==> src/rtl/instruction_fetch_pkg.sv <==
// -----------------------------------------------------------------------------
// fetch_pkg: shared types and constants for the instruction fetch stage.
//   PC_WIDTH / INST_WIDTH : address and instruction widths
//   NOP_INST              : encoding used for IF/ID bubbles
//   HALT_OPTYPE/OPCODE    : top-six-bit pattern identifying a HALT
//   fetch_state_t         : BOOT -> RUN <-> HALTED
//   if_id_t               : IF/ID pipeline register contents (57 bits)
// -----------------------------------------------------------------------------
package fetch_pkg;

  localparam int PC_WIDTH   = 24;
  localparam int INST_WIDTH = 32;
  localparam int IF_ID_W    = PC_WIDTH + INST_WIDTH + 1;

  localparam logic [INST_WIDTH-1:0] NOP_INST    = 32'h00000000;
  localparam logic [1:0]            HALT_OPTYPE = 2'b11;
  localparam logic [3:0]            HALT_OPCODE = 4'b1111;

  typedef enum logic [1:0] {
    BOOT   = 2'b00,
    RUN    = 2'b01,
    HALTED = 2'b10
  } fetch_state_t;

  typedef struct packed {
    logic [PC_WIDTH-1:0]   pc;
    logic [INST_WIDTH-1:0] inst;
    logic                  valid;
  } if_id_t;

  localparam if_id_t IF_ID_BUBBLE = '{pc: 24'h000000, inst: NOP_INST, valid: 1'b0};

  // Takes only the instruction's top six bits: {optype[1:0], opcode[3:0]}.
  function automatic logic is_halt(input logic [5:0] top_bits);
    return (top_bits[5:4] == HALT_OPTYPE) && (top_bits[3:0] == HALT_OPCODE);
  endfunction

endpackage

==> src/rtl/instruction_fetch_if.sv <==
// -----------------------------------------------------------------------------
// instruction_fetch_if: instruction-memory read bus.
//   imemAddr : fetch address (driven by the fetch stage)
//   imemData : instruction at imemAddr, combinational, same cycle
// Modports: master = fetch stage, slave = instruction memory.
// -----------------------------------------------------------------------------
interface instruction_fetch_if;
  import fetch_pkg::*;

  logic [PC_WIDTH-1:0]   imemAddr;
  logic [INST_WIDTH-1:0] imemData;

  modport master (output imemAddr, input  imemData);
  modport slave  (input  imemAddr, output imemData);
endinterface

==> src/rtl/instruction_fetch_buffer.sv <==
// -----------------------------------------------------------------------------
// buffer: generic enabled register, used as the IF/ID pipeline register.
//   clk, rst : rising-edge clock, synchronous active-high reset (clears to 0)
//   en       : 1 = load d_i, 0 = hold
//   d_i/q_o  : Buffer_size-bit data in / registered data out
// -----------------------------------------------------------------------------
module buffer #(
  parameter int Buffer_size = 57
) (
  input  logic                   clk,
  input  logic                   rst,
  input  logic                   en,
  input  logic [Buffer_size-1:0] d_i,
  output logic [Buffer_size-1:0] q_o
);

  // Data register with load enable.
  always_ff @(posedge clk) begin
    if (rst) begin
      q_o <= '0;
    end else if (en) begin
      q_o <= d_i;
    end else begin
      q_o <= q_o;
    end
  end

endmodule

==> src/rtl/instruction_fetch.sv <==
// -----------------------------------------------------------------------------
// instruction_fetch: PC owner and IF/ID register writer.
//   clk, rst     : rising-edge clock, synchronous active-high reset
//   en           : 1 = advance, 0 = stall
//   branchTaken  : redirect from execute this cycle
//   branchTarget : redirect address
//   imem         : instruction-memory bus (imemAddr = PC, imemData same cycle)
//   inst/pc/instValid : IF/ID register contents to decode (valid 0 = bubble)
//   halted       : 1 while in HALTED
// -----------------------------------------------------------------------------
module instruction_fetch
  import fetch_pkg::*;
#(
  parameter logic [PC_WIDTH-1:0] RESET_PC = 24'h000000,
  parameter int unsigned         PC_STEP  = 1
) (
  input  logic                   clk,
  input  logic                   rst,
  input  logic                   en,
  input  logic                   branchTaken,
  input  logic [PC_WIDTH-1:0]    branchTarget,
  instruction_fetch_if.master    imem,
  output logic [INST_WIDTH-1:0]  inst,
  output logic [PC_WIDTH-1:0]    pc,
  output logic                   instValid,
  output logic                   halted
);

  fetch_state_t        state_q, state_d;
  logic [PC_WIDTH-1:0] pc_q, pc_d;
  logic                halted_q;
  if_id_t              if_id_d_s, if_id_q_s;
  logic                buf_en_s;
  logic                fetched_halt_s;

  assign fetched_halt_s = is_halt(imem.imemData[INST_WIDTH-1:INST_WIDTH-6]);

  // Next-state, next-PC and IF/ID input mux.
  always_comb begin
    state_d   = state_q;
    pc_d      = pc_q;
    if_id_d_s = IF_ID_BUBBLE;
    case (state_q)
      BOOT: begin
        state_d = RUN;
      end
      RUN: begin
        if (branchTaken) begin
          // Redirect wins over stall and over a HALT fetched this cycle.
          pc_d = branchTarget;
        end else if (!en) begin
          pc_d = pc_q;
        end else begin
          if_id_d_s = '{pc: pc_q, inst: imem.imemData, valid: 1'b1};
          if (fetched_halt_s) begin
            state_d = HALTED;
          end else begin
            pc_d = pc_q + PC_WIDTH'(PC_STEP);
          end
        end
      end
      HALTED: begin
        if (branchTaken) begin
          // An older branch in execute cancels the halt.
          pc_d    = branchTarget;
          state_d = RUN;
        end else begin
          pc_d = pc_q;
        end
      end
      default: begin
        state_d = BOOT;
      end
    endcase
  end

  // The buffer must load during redirects and outside RUN so bubbles are
  // inserted even when the pipeline is stalled.
  assign buf_en_s = en | branchTaken | (state_q != RUN);

  // FSM state, PC and halted flag registers.
  always_ff @(posedge clk) begin
    if (rst) begin
      state_q  <= BOOT;
      pc_q     <= RESET_PC;
      halted_q <= 1'b0;
    end else begin
      state_q  <= state_d;
      pc_q     <= pc_d;
      halted_q <= (state_d == HALTED);
    end
  end

  buffer #(.Buffer_size(IF_ID_W)) u_if_id (
    .clk (clk),
    .rst (rst),
    .en  (buf_en_s),
    .d_i (if_id_d_s),
    .q_o (if_id_q_s)
  );

  assign imem.imemAddr = pc_q;
  assign inst          = if_id_q_s.inst;
  assign pc            = if_id_q_s.pc;
  assign instValid     = if_id_q_s.valid;
  assign halted        = halted_q;

endmodule

==> src/flat_wrapper.sv <==
// flat-port wrapper written by rule: the top's interface ports become plain ports
module instruction_fetch_flat import fetch_pkg::*;
#(
  parameter logic [PC_WIDTH-1:0] RESET_PC = 24'h000000,
  parameter int unsigned         PC_STEP  = 1
)
  (clk, rst, en, branchTaken, branchTarget, inst, pc, instValid, halted, imem_imemAddr, imem_imemData);
  instruction_fetch_if imem_i ();
  input  logic clk;
  input  logic rst;
  input  logic en;
  input  logic branchTaken;
  input  logic [PC_WIDTH-1:0] branchTarget;
  output logic [INST_WIDTH-1:0] inst;
  output logic [PC_WIDTH-1:0] pc;
  output logic instValid;
  output logic halted;
  output wire logic [$bits(imem_i.imemAddr)-1:0] imem_imemAddr;
  input wire logic [$bits(imem_i.imemData)-1:0] imem_imemData;
  assign imem_imemAddr = imem_i.imemAddr;
  assign imem_i.imemData = imem_imemData;
  instruction_fetch #(.RESET_PC(RESET_PC), .PC_STEP(PC_STEP)) u_core (.clk(clk), .rst(rst), .en(en), .branchTaken(branchTaken), .branchTarget(branchTarget), .imem(imem_i), .inst(inst), .pc(pc), .instValid(instValid), .halted(halted));
endmodule
==> config.mk <==
export PLATFORM = sky130hd
export DESIGN_NAME = instruction_fetch_flat
export DESIGN_NICKNAME = d
export VERILOG_FILES = /design/src/rtl/instruction_fetch_pkg.sv /design/src/rtl/instruction_fetch_if.sv /design/src/rtl/instruction_fetch_buffer.sv /design/src/rtl/instruction_fetch.sv /design/src/flat_wrapper.sv
export SDC_FILE = /design/constraint.sdc
export NUM_CORES = 1
export LEC_CHECK = 0
export CORE_MARGIN = 4
export CORE_UTILIZATION = 49
export DETAILED_ROUTE_END_ITERATION = 8
export PLACE_DENSITY_LB_ADDON = 0.2
export SYNTH_ARGS = -nofsm -noshare
export SYNTH_HDL_FRONTEND = slang
export SYNTH_HIERARCHICAL = 1
export SYNTH_SLANG_ARGS = --single-unit
==> constraint.sdc <==
create_clock -name clk -period 3.6 [get_ports clk]
set_input_delay 0.72 -clock clk [delete_from_list [all_inputs] [get_ports clk]]
set_output_delay 0.72 -clock clk [all_outputs]
set_load 0.05 [all_outputs]
==> impl_summary.md, run 1 <==
Clocking
The number of clock sinks is 84. The number of hold buffers added after cts is 0. The clock latency of the later-clocked register in the worst-skew pair is 0.34 ns. TritonCTS built the clock tree. The buffers inserted during post-CTS setup optimization is 0.

The clock-pin slew on the worst setup and hold paths is 0.08 ns. The quantity of gates resized following cts is 0. The number of CTS-inserted buffers is 9. The H-tree depth is 3. CTS placed an instance of clkbuf_8 at the clock tree root. The clock passes through at most 2 buffers.

Timing
Setup repair after global routing left no endpoint under its margin. The highest attainable clock frequency is 0.3661 GHz. The sum of negative setup slack is 0 ns. Setup violations remaining at the end of the flow were counted as 0.

Headroom to the max-slew limit came out at 0.2396. On the final layout, the worst clock skew is 0.01213 ns. The clock period could shrink to 2.732 ns. The max-slew violation count is 0. The slew at the pin with the worst max-slew slack is 1.141 ns. Across all hold checks on the routed design, the worst slack comes to 0.4934 ns.

The final worst-path cycle share is 0.7588. The number of endpoints with negative hold slack in the final report was 0.

Critical path
The critical path goes through clkdlybuf4s50_1 -> nand2_1 -> o311ai_0 -> buf_4 -> and2_1 -> nand2_1 -> a221oi_1. By startpoint and endpoint, the worst setup path is classified as input pin to flop. Among the stages of the critical path, the cell type that occurs most often is nand2_1. On the worst path, the slowest cell contributes a delay of 0.52 ns.

The worst setup path is captured at a flop. In this run the worst setup path begins at imem_imemData[30]. For the worst setup path, the data required time is 3.83 ns. The sort of element at the start of the critical path is an input pin. The launching point of the worst reg2reg path is u_core/state_q[0].

Data on the critical path arrives at its endpoint at 2.97 ns. The highest-delay cell along the critical path is o311ai_0. The largest fanout of any net on the critical path is 17.

Yosys
For this run, the leading register cell type out of synthesis is dfxtp_1. The fraction of post-synthesis cell area in the top cell type by area is 0.4006. Yosys mapped a number of flops with a built-in enable equal to 0. The number of nets in the synthesized netlist is 542.

Summed over all instances, the cell type with the most area after synthesis is dfxtp_1. The synthesized netlist occupies a cell area of 4198 sq um. The count of synthesis-stage warnings from yosys is 6. The synthesized design contains 84 register bits. The dominant cell by count in the synthesized netlist is dfxtp_1. The cell count after synthesis is 481.

The number of different library cells in the post-synthesis netlist is 56. Sorting the synthesized cells by how often they occur yields dfxtp_1 (84), nor2_1 (72), and2_1 (59). Of all flip-flops after synthesis, the portion carrying an async set or reset was 0. Of the synthesized area, sequential elements account for 0.4006. After synthesis, the cell types taking the most area are dfxtp_1 (40%), mux2i_1 (14%), and2_1 (8.8%), nor2_1 (6.4%), nand2_1 (3.0%). Dividing the synthesized area by the synthesized cell count gives 8.727 sq um.

Floorplan
The die span in x is 100.6 um. The height of the chip is 100.6 um. The die covers 10110 sq um.

142 I/O pins were placed. The number of rows created at floorplan is 33. The initial core utilization is 0.5083. The core region is 8258 sq um.

Route
The final route contains 3898 vias. Once detail routing completed, the nets flagged for antenna violations numbered 0. The ratio of routed vias to standard cells is 5.444. Wires add up to 11270 um. For this run, design rule violations remaining after detail routing come to 0. In the final routed layout, each cell accounts on average for 15.74 um.

After the first detailed-routing iteration, the DRC count stood at 237. The first-pass detailed-route iteration total is 4.

Global routing
The total overflow left after global routing is 0. The first global-routing pass estimated 18260 um of wire. For this run, the total global-route usage over all layers was measured as 0.2190. Entering global routing, the biggest net connects 59 pins. The number of antenna violations at the first check in global routing is 0. The via count of the first global-routing pass is 3670.

Power and ir drop
In this run the static leakage power is 2.452 nW. The total power divided by cell area is 347.3 nW/um^2. IR analysis of the VDD net gives a maximum drop of 0.0002043 V.

Hold path
The tightest min-delay check is of the flop to flop type. The startpoint identified for the worst hold timing path is u_core/u_if_id/q_o[48].

Job
Max-cap violations in this run came to 0.

Finish
The repair_antennas step left the layout with diodes totalling 0. In the final layout, the share of cells above drive strength 1 is 0.05892. The layout overhead on the synthesized area is 37.23%. The final layout contains 667 nets.

Place
The count of port buffers added during placement is 141. The routability congestion estimate from global placement is 0.8192. The HPWL after detailed placement is 7838 um.

Run status
The flow ran to the end, and the final reports show no timing, DRC or antenna violations.
[registers in the layout, indices dropped and copies added (netlist names)]
name and cells:
u_core/state_q 2, u_core/halted 1, u_core/imem.imemAddr 24, u_core/u_if_id/q_o 57
[final cells by class]
type	count	area, sq um
Inverter	7	26.28
Clock buffer	11	131.4
Clock inverter	5	52.55
Tap cell	105	131.4
Fill cell	644	2497
Multi-Input combinational cell	355	2258
Sequential cell	84	1682
Timing Repair Buffer	149	1479
[cell families after synthesis]
logic type / after synthesis / share of synthesized area
mux: 58 / 0.1383
fa+ha+maj: 1 / 0.002980
flops: 84 / 0.4006
simple gates: 214 / 0.2638
compound gates: 82 / 0.1297
buf+inv: 42 / 0.06468
[routing by layer]
metal / part of all wire / routed length, um / up-vias / GRT usage
li1: - / - / 1909 / -
met1: 0.45 / 5069 / 1802 / 0.2978
met2: 0.46 / 5205 / 172 / 0.3619
met3: 0.080 / 905 / 15 / 0.03806
met4: 0.0082 / 93 / 0 / 0.05285
met5: 0 / 0 / - / 0
[metrics by stage]
step                      total power, mW  area, sq um  cells    util  setup WS [ns]
after floorplan                     1.225         4198    481       -          1.388
after global placement              1.363         5577    700  0.6753         0.6111
after detailed placement            1.368         5577    700  0.6753         0.6217
after CTS                           2.016         5761    716  0.6976         0.9610
after global routing                2.085         5761    716  0.6976         0.7456
final                               2.001         5761    716  0.6976         0.8684
[power breakdown]
part | switching (mW) | internal (mW) | total, mW
clock network | 0.334 | 0.318 | 0.653
registers | 0.0330 | 0.954 | 0.987
logic | 0.206 | 0.155 | 0.361
total | 0.573 | 1.43 | 2.00
[cells in the final DEF, fill, tap and decap left out, drive strengths merged, types with 2 or more instances in the layout]
cell type,count
o22ai,2
o21ai,22
a211oi,4
o41ai,2
or2,2
nor3b,2
or3,2
buf,9
o21a,2
nor2,72
nand4,4
a32o,3
nand3,12
o211ai,2
o31ai,6
mux2i,58
and3,8
clkinv,4
inv,6
nor2b,2
clkbuf,11
a31oi,3
and4,2
a21oi,20
and2,60
dfxtp,84
nand2,33
a221oi,4
o2bb2ai,2
nor4,2
a22o,2
nor3,11
clkdlybuf4s50,140
[worst paths after layout]
kind	endpoint	slack (ns)	cells after the start
worst max-delay path	u_core/imem.imemAddr[17]	0.87	7
worst min-delay path	u_core/u_if_id/q_o[48]	0.49	2
worst max register to register	u_core/imem.imemAddr[0]	1.12	7
worst min register to register	u_core/u_if_id/q_o[48]	0.49	2
[worst max-delay path, delay by kind of cell]
family / cells / cell delay (ns)
AOI/OAI and AO/OA: 2 / 0.81
buffers and inverters: 2 / 0.69
and+or+nand+nor: 3 / 0.73
Note: power is estimated with default switching activity, not from simulation.
==> run 2, diff against run 1 <==
CORE_UTILIZATION = 46   (was 49)
clock period = 2.6 ns   (was 3.6 ns; I/O delays follow)
==> run 2 against run 1 <==
  * Register-to-register slack worse by 0.64 ns
  * Clock skew is 0.0031 ns lower
  * Worst hold slack worse by 0.00089 ns
  * Count of clock-buffer cells in the layout stayed put
  * Largest power group unchanged
  * First-iteration DRC count is 9.7% lower
  * Critical path type is now flop to primary output
  * Design area is 1.5% higher
  * Via count is 1.4% higher
  * Routed wire length is 2.7% higher
==> impl_summary.md, run 2 (synthesized netlist as in run 1, its figures left out) <==
Global routing
The global-route total usage across every layer is 0.2162 (-0.002705). The via count of the first global-routing pass is 3865 (+5.3%). The maximum number of pins on one net before global-route repair is 59 (unchanged).

The remaining global-route overflow came to 0 (unchanged). The number of antenna violations at the first check in global routing was 0 (unchanged). The wire length of the first global-routing pass came to 19550 um (+7.1%).

Run status
The flow ran to the end, and the final reports show no timing, DRC or antenna violations.

Hold path
The path with the worst hold slack has its endpoint at u_core/u_if_id/q_o[1]. The min-delay analysis places its worst path in the category flop to flop. The worst hold path depth is 2 (unchanged). In this run the most critical hold path is launched from u_core/u_if_id/q_o[1].

Finish
The fill cell instance count of the final layout is 759 (+18%). The final non-filler cell area is 5844 sq um (+1.5%). The proportion of layout cells with a drive suffix above 1 is 0.06362 (+0.004702). Leaving out fill and tap cells, the most frequent cells in the layout are clkdlybuf4s50_1 (140), dfxtp_1 (84), nor2_1 (72), and2_1 (59), mux2i_1 (58).

Relative to the synthesized area, the layout overhead comes to 39.23%. The diode insertion count for antenna repair came to 0 (unchanged). The net count reported at finish came to 670 (+0.45%). Counting flops per register, the top entry is u_core/u_if_id/q_o.

The sequential cell area is 1682 sq um (unchanged). Leaving out fill and tap cells, the most frequent cell in the layout is clkdlybuf4s50_1. The flip-flop count of the largest register, all copies and words added came to 57 (unchanged).

The combined area of the multi-input logic cells is 2258 sq um (unchanged).

Critical path
The cell count along the critical path is 1 (-6). The peak per-stage delay on the critical path is 0.87 ns (+0.35 ns). The kind of critical path is flop to primary output. The data required time of the critical path was 2.08 ns (-1.75 ns). The slowest stage of the critical path is the clkdlybuf4s50_1 cell.

The endpoint identified for the worst register-to-register timing path is u_core/imem.imemAddr[22]. The largest fanout of any net on the critical path is 8 (-9). The nature of the critical path endpoint is a primary output. The slack of the worst reg-to-reg path is 0.48 ns (-0.64 ns). The most critical setup path has its startpoint at u_core/imem.imemAddr[7].

Broken down by cell family, the worst path's largest delay share belongs to buffers and inverters. The worst path arrival time is 1.72 ns (-1.25 ns). The depth of the worst register-to-register path is 5 (-2).

The worst register-to-register path begins at u_core/imem.imemAddr[4]. The total buffers and inverters traversed by the critical path is 1 (-1). STA classifies the critical path startpoint as a flop. Walking the worst path, the cells encountered are clkdlybuf4s50_1.

Floorplan
The top-level port count is 142 (unchanged). The height of the chip was 103.5 um (+3.0%). The die span in x is 103.5 um (+3.0%). The full die area is 10720 sq um (+6.0%).

The core region area is 8806 sq um (+6.6%). The initial core utilization was 0.4767 (-0.03164). The number of rows created at floorplan is 34 (+3.0%).

Route
The total via count in the routed design is 3951 (+1.4%). The final routed wirelength across all metal layers is 11580 um (+2.7%). The DRC violation total after the first TritonRoute iteration came to 214 (-9.7%).

The post-route antenna net violation count is 0 (unchanged). The remaining routing DRC violations is 0 (unchanged). The first-pass detailed-route iteration total is 6 (+2). The routed wire length per instance is 16.06 um (+2.0%). The ratio of routed vias to standard cells is 5.480 (+0.66%).

Timing
The worst clock skew on the final layout is 0.008994 ns (-0.003139 ns). The worst slew slack as a fraction of its limit is 0.5951 (+0.3555). The worst hold-check slack was 0.4925 ns (-0.0008870 ns). The setup-violating endpoint count in the final report is 0 (unchanged).

The number of endpoints with negative hold slack in the final report is 0 (unchanged). The final worst-path cycle share is 0.8619. The final worst setup slack is 0.3592 ns (-0.5092 ns). The highest attainable clock frequency is 0.4463 GHz. The routed design could run at a clock period as short as 2.241 ns.

Setup repair after global routing left no endpoint under its margin. The max-slew violation count is 0 (unchanged). The slew at the pin with the worst max-slew slack is 0.6024 ns (-0.5382 ns). The sum of negative setup slack was 0 ns (unchanged).

Clocking
Clock tree synthesis selected as its root buffer the cell clkbuf_8. The number of CTS-inserted buffers is 9 (unchanged). The number of clock sinks was 84 (unchanged). The H-tree depth is 3 (unchanged).

The buffers inserted during post-CTS setup optimization came to 0 (unchanged). The number of hold buffers added after cts is 0 (unchanged). The quantity of gates resized following cts was 0 (unchanged). The buffer depth of the longest clock path is 2 (unchanged). The clock latency of the later-clocked register in the worst-skew pair came to 0.34 ns (about the same). The TritonCTS clock tree is done. The clock-pin slew on the worst setup and hold paths came to 0.08 ns (about the same).

Place
The post-place setup slack is 0.1110 ns (-0.5106 ns). The area after detailed placement is 5653 sq um (+1.4%). The count of port buffers added during placement is 141 (unchanged).

The half-perimeter wire length of the detailed placement result came to 8234 um (+5.0%). The routability congestion estimate from global placement is 0.8486 (+3.6%).

Power and ir drop
The standby leakage power came to 2.483 nW (+1.3%). The total power divided by cell area is 477.6 nW/um^2 (+37%). The peak ir drop on the vdd network was 0.0002856 V (+40%).

Job
The max-capacitance violation count came to 0 (unchanged).
## run 2: worst max-delay path by stage
stage | to | slack (ns)
2_1_floorplan | u_core/imem.imemAddr[14] | 0.39
3_3_place_gp | u_core/imem.imemAddr[7] | 0.16
3_5_place_dp | u_core/imem.imemAddr[5] | 0.11
4_1_cts | imem_imemAddr[7] | 0.32
5_1_grt | imem_imemAddr[7] | 0.26
6_report | imem_imemAddr[7] | 0.36
## run 2: layout make-up
cell class              count  area share
clock buffers              11     0.02419
clock inverters             4    0.008563
inverters                   7    0.004496
multi-input cells         355      0.3864
flip-flops and latches     84      0.2877
well taps                 108     0.02312
repair buffers            152      0.2655
## run 2: where the power goes
group	switching, mW	internal (mW)	leakage (nW)
clock network	0.450	0.464	0.0914
registers	0.0472	1.32	0.682
logic	0.284	0.225	1.71
total	0.781	2.01	2.48
## run 2: per-layer routing
layer	GRT usage	vias up	part of all wire
met5	0	-	0
met4	0.05983	0	0.016
met3	0.06343	20	0.068
met2	0.3636	159	0.50
met1	0.2712	1853	0.42
li1	-	1919	-
## run 2: through the flow
stage | instances | total power, mW | utilization
after global placement | 706 | 1.897 | 0.6419
after floorplan | 481 | 1.696 | -
after detailed placement | 706 | 1.907 | 0.6419
after global routing | 721 | 2.928 | 0.6637
after CTS | 721 | 2.824 | 0.6637
final | 721 | 2.791 | 0.6637
